<file path="config.mk">
export PLATFORM = sky130hd
export DESIGN_NAME = pooling_output_interface
export DESIGN_NICKNAME = d
export VERILOG_FILES = /design/src/rtl/pooling_output_interface.sv
export SDC_FILE = /design/constraint.sdc
export NUM_CORES = 1
export LEC_CHECK = 0
export ABC_AREA = 1
export CORE_MARGIN = 2
export CORE_UTILIZATION = 40
export DETAILED_ROUTE_END_ITERATION = 8
export GPL_TIMING_DRIVEN = 0
export PLACE_DENSITY = 0.7
export SKIP_CTS_REPAIR_TIMING = 1
export SLEW_MARGIN = 5
export SYNTH_ARGS = -nofsm -noshare
export SYNTH_HDL_FRONTEND = slang
export SYNTH_SLANG_ARGS = --single-unit
</file>
<file path="constraint.sdc">
create_clock -name clk -period 7.7 [get_ports clk]
set_clock_uncertainty 0.15 [all_clocks]
set_input_delay 1.155 -clock clk [delete_from_list [all_inputs] [get_ports clk]]
set_output_delay 1.155 -clock clk [all_outputs]
set_load 0.02 [all_outputs]
</file>
<file path="src/rtl/pooling_output_interface.sv">
// Pooling output deserializer: packs OUTPUT_SIZE pooled words into one wide
// word, first word received in the most-significant slot. A row-end marker
// flushes a partial word with the unwritten slots zero-padded.
//
// Ports:
//   clk, rst             clock, asynchronous active-high reset
//   in_valid/in_ready    input handshake (in_ready is combinational)
//   in_data, in_last     pooled word and row-end marker
//   out_valid/out_ready  output handshake
//   out_data             packed word, slot k at [(OUTPUT_SIZE-k)*DATA_WIDTH-1 -: DATA_WIDTH]
//   out_count            number of valid slots (1..OUTPUT_SIZE)
//   out_row_idx          index of this packed word within its row
//   out_last             packed word ends a row
module pooling_output_interface #(
    parameter int unsigned OUTPUT_SIZE = 3,
    parameter int unsigned DATA_WIDTH  = 32,
    parameter int unsigned ROW_WIDTH   = 3,
    parameter int unsigned CNT_WIDTH   = $clog2(OUTPUT_SIZE + 1)
) (
    input  logic                              clk,
    input  logic                              rst,
    input  logic                              in_valid,
    output logic                              in_ready,
    input  logic [DATA_WIDTH-1:0]             in_data,
    input  logic                              in_last,
    output logic                              out_valid,
    input  logic                              out_ready,
    output logic [OUTPUT_SIZE*DATA_WIDTH-1:0] out_data,
    output logic [CNT_WIDTH-1:0]              out_count,
    output logic [ROW_WIDTH-1:0]              out_row_idx,
    output logic                              out_last
);

    typedef enum logic {
        EMPTY   = 1'b0,
        FILLING = 1'b1
    } state_t;

    typedef logic [OUTPUT_SIZE-1:0][DATA_WIDTH-1:0] pack_t;

    state_t                 state, state_n;
    logic [CNT_WIDTH-1:0]   fill_cnt, fill_n;
    pack_t                  acc, acc_n, acc_sum;
    logic [ROW_WIDTH-1:0]   row_cnt, row_n;
    pack_t                  data_q, data_n;
    logic                   valid_n;
    logic [CNT_WIDTH-1:0]   count_n;
    logic [ROW_WIDTH-1:0]   row_idx_n;
    logic                   last_n;
    logic                   accept;
    logic                   complete;

    // Hold off upstream only while an untaken output is pending.
    assign in_ready = !out_valid || out_ready;
    assign accept   = in_valid && in_ready;
    assign complete = accept && ((fill_cnt == CNT_WIDTH'(OUTPUT_SIZE - 1)) || in_last);
    assign out_data = data_q;

    // State and datapath registers.
    always_ff @(posedge clk or posedge rst) begin
        if (rst) begin
            state       <= EMPTY;
            fill_cnt    <= '0;
            acc         <= '0;
            row_cnt     <= '0;
            out_valid   <= 1'b0;
            data_q      <= '0;
            out_count   <= '0;
            out_row_idx <= '0;
            out_last    <= 1'b0;
        end else begin
            state       <= state_n;
            fill_cnt    <= fill_n;
            acc         <= acc_n;
            row_cnt     <= row_n;
            out_valid   <= valid_n;
            data_q      <= data_n;
            out_count   <= count_n;
            out_row_idx <= row_idx_n;
            out_last    <= last_n;
        end
    end

    // Next-state: fill slots, and on completion move the packed word to the output.
    always_comb begin
        state_n   = state;
        fill_n    = fill_cnt;
        acc_n     = acc;
        row_n     = row_cnt;
        valid_n   = out_valid && !out_ready;
        data_n    = data_q;
        count_n   = out_count;
        row_idx_n = out_row_idx;
        last_n    = out_last;

        // Accumulation including the current word; slot k lives at packed index OUTPUT_SIZE-1-k.
        acc_sum = acc;
        for (int unsigned k = 0; k < OUTPUT_SIZE; k++) begin
            if (fill_cnt == CNT_WIDTH'(k)) begin
                acc_sum[OUTPUT_SIZE-1-k] = in_data;
            end
        end

        case (state)
            EMPTY: begin
                if (accept && !complete) begin
                    state_n = FILLING;
                end
            end
            FILLING: begin
                if (complete) begin
                    state_n = EMPTY;
                end
            end
            default: state_n = EMPTY;
        endcase

        if (complete) begin
            valid_n   = 1'b1;
            data_n    = acc_sum;
            count_n   = fill_cnt + CNT_WIDTH'(1);
            row_idx_n = row_cnt;
            last_n    = in_last;
            acc_n     = '0;
            fill_n    = '0;
            row_n     = in_last ? '0 : row_cnt + ROW_WIDTH'(1);
        end else if (accept) begin
            acc_n  = acc_sum;
            fill_n = fill_cnt + CNT_WIDTH'(1);
        end
    end

endmodule

</file>
Word level (Yosys, flattened, before mapping)

Index checks and enable logic that the tools add are counted.

Add/subtract/negate cells: 2
Equality and inequality tests: 2
Multiplexer cells: 9
Reductions and logical operators: 9

Operators by type and width:

| cell                                                            | count |
|---|---|
| 96-bit 2-to-1 mux                                               | 2 |
| 32-bit 2-to-1 mux                                               | 3 |
| 2-bit 2-to-1 mux                                                | 2 |
| 3-bit by 1-bit adder with 3-bit output, second input constant   | 1 |
| 1-bit logical AND                                               | 3 |
| 3-bit 2-to-1 mux                                                | 1 |
| 2-bit by 1-bit adder with 2-bit output, second input constant   | 1 |
| 2-bit by 1-bit == test with 1-bit output, second input constant | 1 |
| 2-bit == test, second input constant                            | 1 |
| 1-bit logical NOT                                               | 2 |
| 2-bit logical NOT                                               | 1 |
| 1-bit logical OR                                                | 2 |
| 2-bit nonzero test                                              | 1 |
| 1-bit 2-to-1 mux                                                | 1 |

Bits in registers: 204
Word-level logic and storage cells: 34

Longest topological paths before layout

Gate-level depths: netlist of run 1.

Depth after elaboration: 5
Depth in mapped cells: 10
Depth with buffers taken out: 7

Worst setup path after synthesis of run 1

OpenSTA, ideal clock, no wires.

Kind: input-to-output
Start point: in out_ready
End point: out in_ready
Data arrival time: 1.307 ns
Required time: 6.395 ns
Slack: 5.088 ns
Cell stages on the path: 2
Buffers on the path: 0
Cells stage by stage: inv_2 > nand2_2

Longest elaborated chain between the ends: 1

Ends and longest elaborated chain:

| what               | RTL line | text |
|---|---|---|
| start: declaration | 27       | `input logic out_ready,` |
| 1-bit logical OR   | 54       | `assign in_ready = !out_valid \|\| out_ready;` |
| end: declaration   | 23       | `output logic in_ready,` |

No other way between the ends.

Worst setup path after layout of run 1

Same ends and word-level chain as after synthesis.

==> flow_summary.yaml, run 1 <==
sta:
  relSlewSlack_pct: 55.5
  fin_hold_ws_ns: 0.313
  tightest_slew_ns: 0.667
  post-route-period-util_pct: 48.4
  hold_viol_final: 0
  fin_crit_ns: 3.73
  drv_slew: 0
  rsz0062_at_grt: "no"
  setup_violations: 0
  max_freq_mhz: 268
clock_network:
  cts_buffers: 23
  cts_tree: "yes"
  root_buffer: "clkbuf_16"
  clk_pin_slew_ns: 0.05
  cts.sinks: 204
  clkLatencyLatePin_ns: 0.50
  htreeDepth: 1
  cts_max_path_buffers: 3
logic_synthesis:
  synthMostInstantiatedCell: "nand2_1"
  async_flop_share_pct: 100
  synthDistinctLibCells: 15
  synth_fp_nets: 1197
  ys_ff_latch: 204
  synth_ff_type: "dfrtp_1"
  synth_enable_flop_cells: 0
  synthCells: 1156
  synth_warnings: 0
  synth_commonest_cells: "706 x nand2_1, 204 x dfrtp_1, 103 x inv_1, 64 x o21ai_0, 27 x clkbuf_1"
  syn_area_per_cell_um2: 7.71
  synthTopCellsByArea: "dfrtp_1 57%, nand2_1 30%, inv_1 4.3%"
  synth_top_cell_by_area: "dfrtp_1"
  ys_seq_area_share_pct: 57.3
  synth_top_area_share_pct: 57.3
  mappedNetlistArea_um2: 8910
layout:
  stdcell_count: 1618
  areaGrowthSynthToFinish_pct: 29.2
  area.sequential_um2: 5100
  stdcell_area_um2: 11500
  diodes: 0
  drive_gt1_share_pct: 5.75
  final_net_count: 1363
  multi_input_area_um2: 3090
  fillers: 2069
setup_path:
  start_kind: "primary input"
  worstPathRequired_ns: 6.39
  crit_path_max_fanout: 5
  worstSetupPathType: "in -> out"
  end_kind: "output pin"
  critical_path_arrival_ns: 2.42
placement:
  dp_hpwl_um: 16900
  dp_cells: 1577
  portBuffers: 140
  place_area_um2: 10700
  place_congestion: 0.811
global_route:
  grt_overflow_total: 0
  antenna_found_initial: 1
  grt_pass1_vias: 7476
  grt_pass1_wl_um: 39000
  grt_max_degree: 114
  grtUsageTotal_pct: 20.7
floorplan:
  die_height_um: 153
  fp-row-count: 54
  start_util_pct: 40.8
  die_area_um2: 23500
  die_w_um: 153
  core_um2: 21800
  ios: 141
power_and_ir_drop:
  finalPower_mw: 3.75
  max-vdd-ir-drop_v: 0.000185
  p_per_area_nw_per_um2: 326
  p_leak_nw: 6.26
route:
  drtIter0Drc: 519
  drt_first_pass_iters: 5
  wl_per_cell_um: 15.0
  vias_per_cell: 4.71
  vias: 7618
  routed_wl_um: 24200
  remaining_drc_errors: 0
  ant_nets: 0
hold_path:
  hold_class: "reg -> reg"
status:
  outcome: "finished clean"
flow_run:
  drv.max_cap_violation_count: 0
[routing by layer]
layer	vias to the layer above	wire length, um	track usage (%)
met5	-	0	0
met4	0	497	5.82
met3	43	1450	3.49
met2	211	11100	33.1
met1	3614	11200	29.2
li1	3750	-	-
[registers in the layout, indices dropped and copies added, names as in the netlist]
signal,count
out_data,96
acc,96
out_count,2
out_valid,1
row_cnt,3
out_last,1
out_row_idx,3
fill_cnt,2
[worst max-delay path, cell delays in order]
cell and delay (ns):
clkdlybuf4s50_1 0.47, inv_2 0.04, nand2_2 0.13, clkdlybuf4s50_1 0.63
[stage by stage]
step	worst slack (ns)	util, %	TNS, ns
floorplan	0.828	-	0
global placement	-1.92	48.8	-390.29
detailed placement	3.98	49.0	0
CTS	3.97	52.8	0
global route	3.96	52.8	0
finish	3.97	52.8	0
[path summary, 6_finish.rpt]
path / from / endpoint / slack (ns) / cells after the start
setup reg to reg: fill_cnt[0] / out_data[93] / 5.55 / 8
min in group asynchronous: rst / out_data[64] / 1.00 / 2
hold reg to reg: acc[0] / acc[0] / 0.31 / 2
setup / recovery: out_ready / in_ready / 3.97 / 4
max in group asynchronous: rst / acc[21] / 5.43 / 3
hold / removal: acc[0] / acc[0] / 0.31 / 2
[cell usage in the layout (no fill, tap or decap)]
cell type | netlist | routed
a21oi_1 | 2 | 2
inv_1 | 103 | 102
clkinv_2 | 0 | 1
clkinvlp_4 | 0 | 2
buf_4 | 20 | 20
buf_16 | 0 | 1
bufinv_16 | 0 | 4
clkbuf_1 | 27 | 32
inv_8 | 0 | 1
nor2_1 | 5 | 5
dfrtp_1 | 204 | 204
o21ai_0 | 64 | 64
nor2_4 | 2 | 2
ha_1 | 4 | 4
buf_2 | 13 | 13
clkbuf_16 | 0 | 23
inv_2 | 2 | 2
nand3_1 | 1 | 1
nand2_1 | 706 | 706
clkdlybuf4s50_1 | 0 | 140
nand2_2 | 2 | 2
clkbuf_8 | 0 | 6
buf_1 | 1 | 1
[where the power goes]
part	switching [mW]	leakage, nW	internal, mW	total [mW]
clock	0.437	0.393	0.740	1.18
sequential	0.138	2.74	1.29	1.43
combinational	0.686	3.12	0.455	1.14
[cell families (layout without fill, tap and decap cells)]
logic type	count (synthesis)	in the layout	share of synthesized area [%]
simple gates	716	716	30.4
flops	204	204	57.3
buf+inv	166	348	8.02
compound gates	66	66	3.71
fa+ha+maj	4	4	0.562
[cell type report]
type / count / share of cell area, %
Clock inverter: 7 / 1.22
Multi-Input combinational cell: 786 / 26.8
Inverter: 105 / 3.49
Buffer: 61 / 2.78
Clock buffer: 34 / 5.88
Tap cell: 280 / 3.04
Sequential cell: 204 / 44.3
Timing Repair Buffer: 141 / 12.4
No activity file was read; power rests on OpenSTA's default activity.
==> run 2: changes to the inputs <==
--- a/config.mk
+++ b/config.mk
@@ -10,7 +10,7 @@
 export CORE_UTILIZATION = 40
 export DETAILED_ROUTE_END_ITERATION = 8
 export GPL_TIMING_DRIVEN = 0
-export PLACE_DENSITY = 0.7
+export PLACE_DENSITY = 0.73
 export SKIP_CTS_REPAIR_TIMING = 1
 export SLEW_MARGIN = 5
 export SYNTH_ARGS = -nofsm -noshare
==> constraint.sdc (replaced) <==
create_clock -name clk -period 3.19 [get_ports clk]
set_clock_uncertainty 0.15 [all_clocks]
set_input_delay 0.4785 -clock clk [delete_from_list [all_inputs] [get_ports clk]]
set_output_delay 0.4785 -clock clk [all_outputs]
set_load 0.02 [all_outputs]
==> flow_summary.yaml, run 2 (synthesis gave the netlist of run 1 again) <==
floorplan:
  core_um2: 21800
  die_w_um: 153
  die_area_um2: 23500
  ios: 141
  die_height_um: 153
  fp-row-count: 54
  start_util_pct: 40.8
clock_network:
  root_buffer: "clkbuf_16"
  cts_tree: "yes"
  cts_max_path_buffers: 3
  clkLatencyLatePin_ns: 0.50
  cts.sinks: 204
  clk_pin_slew_ns: 0.06
  htreeDepth: 1
  cts_buffers: 22
layout:
  fillers: 1965
  final_net_count: 1366
  mostFrequentLayoutCell: "nand2_1"
  diodes: 0
  stdcell_count: 1619
  mostFrequentLayoutCells: "706 x nand2_1, 204 x dfrtp_1, 140 x clkdlybuf4s50_1, 102 x inv_1, 64 x o21ai_0"
  areaGrowthSynthToFinish_pct: 29.1
  drive_gt1_share_pct: 5.97
setup_path:
  critical_path_arrival_ns: 1.74
  worstSetupPathType: "in -> out"
  crit_path_max_fanout: 5
  worstPathRequired_ns: 2.56
  end_kind: "output pin"
  start_kind: "primary input"
route:
  remaining_drc_errors: 0
  drt_first_pass_iters: 5
  vias: 7644
  wl_per_cell_um: 15.0
  ant_nets: 0
  routed_wl_um: 24200
  vias_per_cell: 4.72
  drtIter0Drc: 565
placement:
  place_congestion: 0.839
  dp_cells: 1581
  portBuffers: 140
  dp_hpwl_um: 17200
sta:
  post-route-period-util_pct: 74.4
  max_freq_mhz: 421
  rsz0062_at_grt: "no"
  drv_slew: 0
  fin_crit_ns: 2.37
  relSlewSlack_pct: 47.8
  setup_tns_ns: 0
  setup_violations: 0
  tightest_slew_ns: 0.782
  hold_viol_final: 0
global_route:
  grtUsageTotal_pct: 21.0
  grt_pass1_vias: 7623
  busiest_layer: "met2"
  grt_overflow_total: 0
  grt_util_met1_pct: 29.7
  grt_max_degree: 40
  gr-usage-met2_pct: 34.3
  grt_pass1_wl_um: 39700
  use_met3_pct: 3.01
  antenna_found_initial: 0
power_and_ir_drop:
  p_per_area_nw_per_um2: 764
  max-vdd-ir-drop_v: 0.000544
  p_leak_nw: 6.26
flow_run:
  drv.max_cap_violation_count: 0
status:
  outcome: "finished clean"
hold_path:
  hold_class: "in -> async"
run 2: final timing paths:
kind	start	end	slack, ns	depth (start not counted)
setup / recovery	out_ready	in_ready	0.82	4
hold / removal	rst	out_data[64]	0.32	2
setup reg to reg	fill_cnt[0]	out_data[93]	1.05	8
hold reg to reg	acc[30]	acc[30]	0.32	2
max in group asynchronous	rst	acc[47]	1.45	5
min in group clk	acc[30]	acc[30]	0.32	2
run 2: through the flow:
| stage | hold slack [ns] | power (mW) | area (um2) | util (%) | setup WS, ns |
|---|---|---|---|---|---|
| 6_report | 0.315 | 8.78 | 11500 | 52.7 | 0.818 |
| 3_5_place_dp | 0.303 | 6.26 | 10800 | 49.3 | 0.752 |
| 2_1_floorplan | 0.286 | 4.96 | 8910 | - | -0.0828 |
| 4_1_cts | 0.318 | 8.84 | 11500 | 52.7 | 0.811 |
| 5_1_grt | 0.339 | 9.26 | 11500 | 52.7 | 0.810 |
| 3_3_place_gp | 0.299 | 6.18 | 10700 | 48.9 | -1.75 |
run 2: layout make-up:
class                           instances  area, um2  area share [%]
Clock buffer                           33        683            5.94
Clock inverter                          5       50.0           0.435
Inverter                              105        398            3.46
Multi-Input combinational cell        786       3090            26.9
Sequential cell                       204       5100            44.4
Buffer                                 61        320            2.79
Timing Repair Buffer                  145       1500            13.1
Tap cell                              280        350            3.05
run 2: layer usage:
metal  up-vias  routed length (um)
met2       224               11400
met3        38                1350
li1       3746                   -
met5         -                   0
met4         0                 469
met1      3636               11000
run 2: power breakdown:
part           total, mW  switching [mW]  internal [mW]
clock               2.57            1.02           1.55
combinational       2.76            1.66           1.11
sequential          3.45           0.329           3.12
run 2: critical path, cell delays in order:
cell             delay (ns)
clkdlybuf4s50_1        0.47
inv_2                  0.04
nand2_2                0.13
clkdlybuf4s50_1        0.64
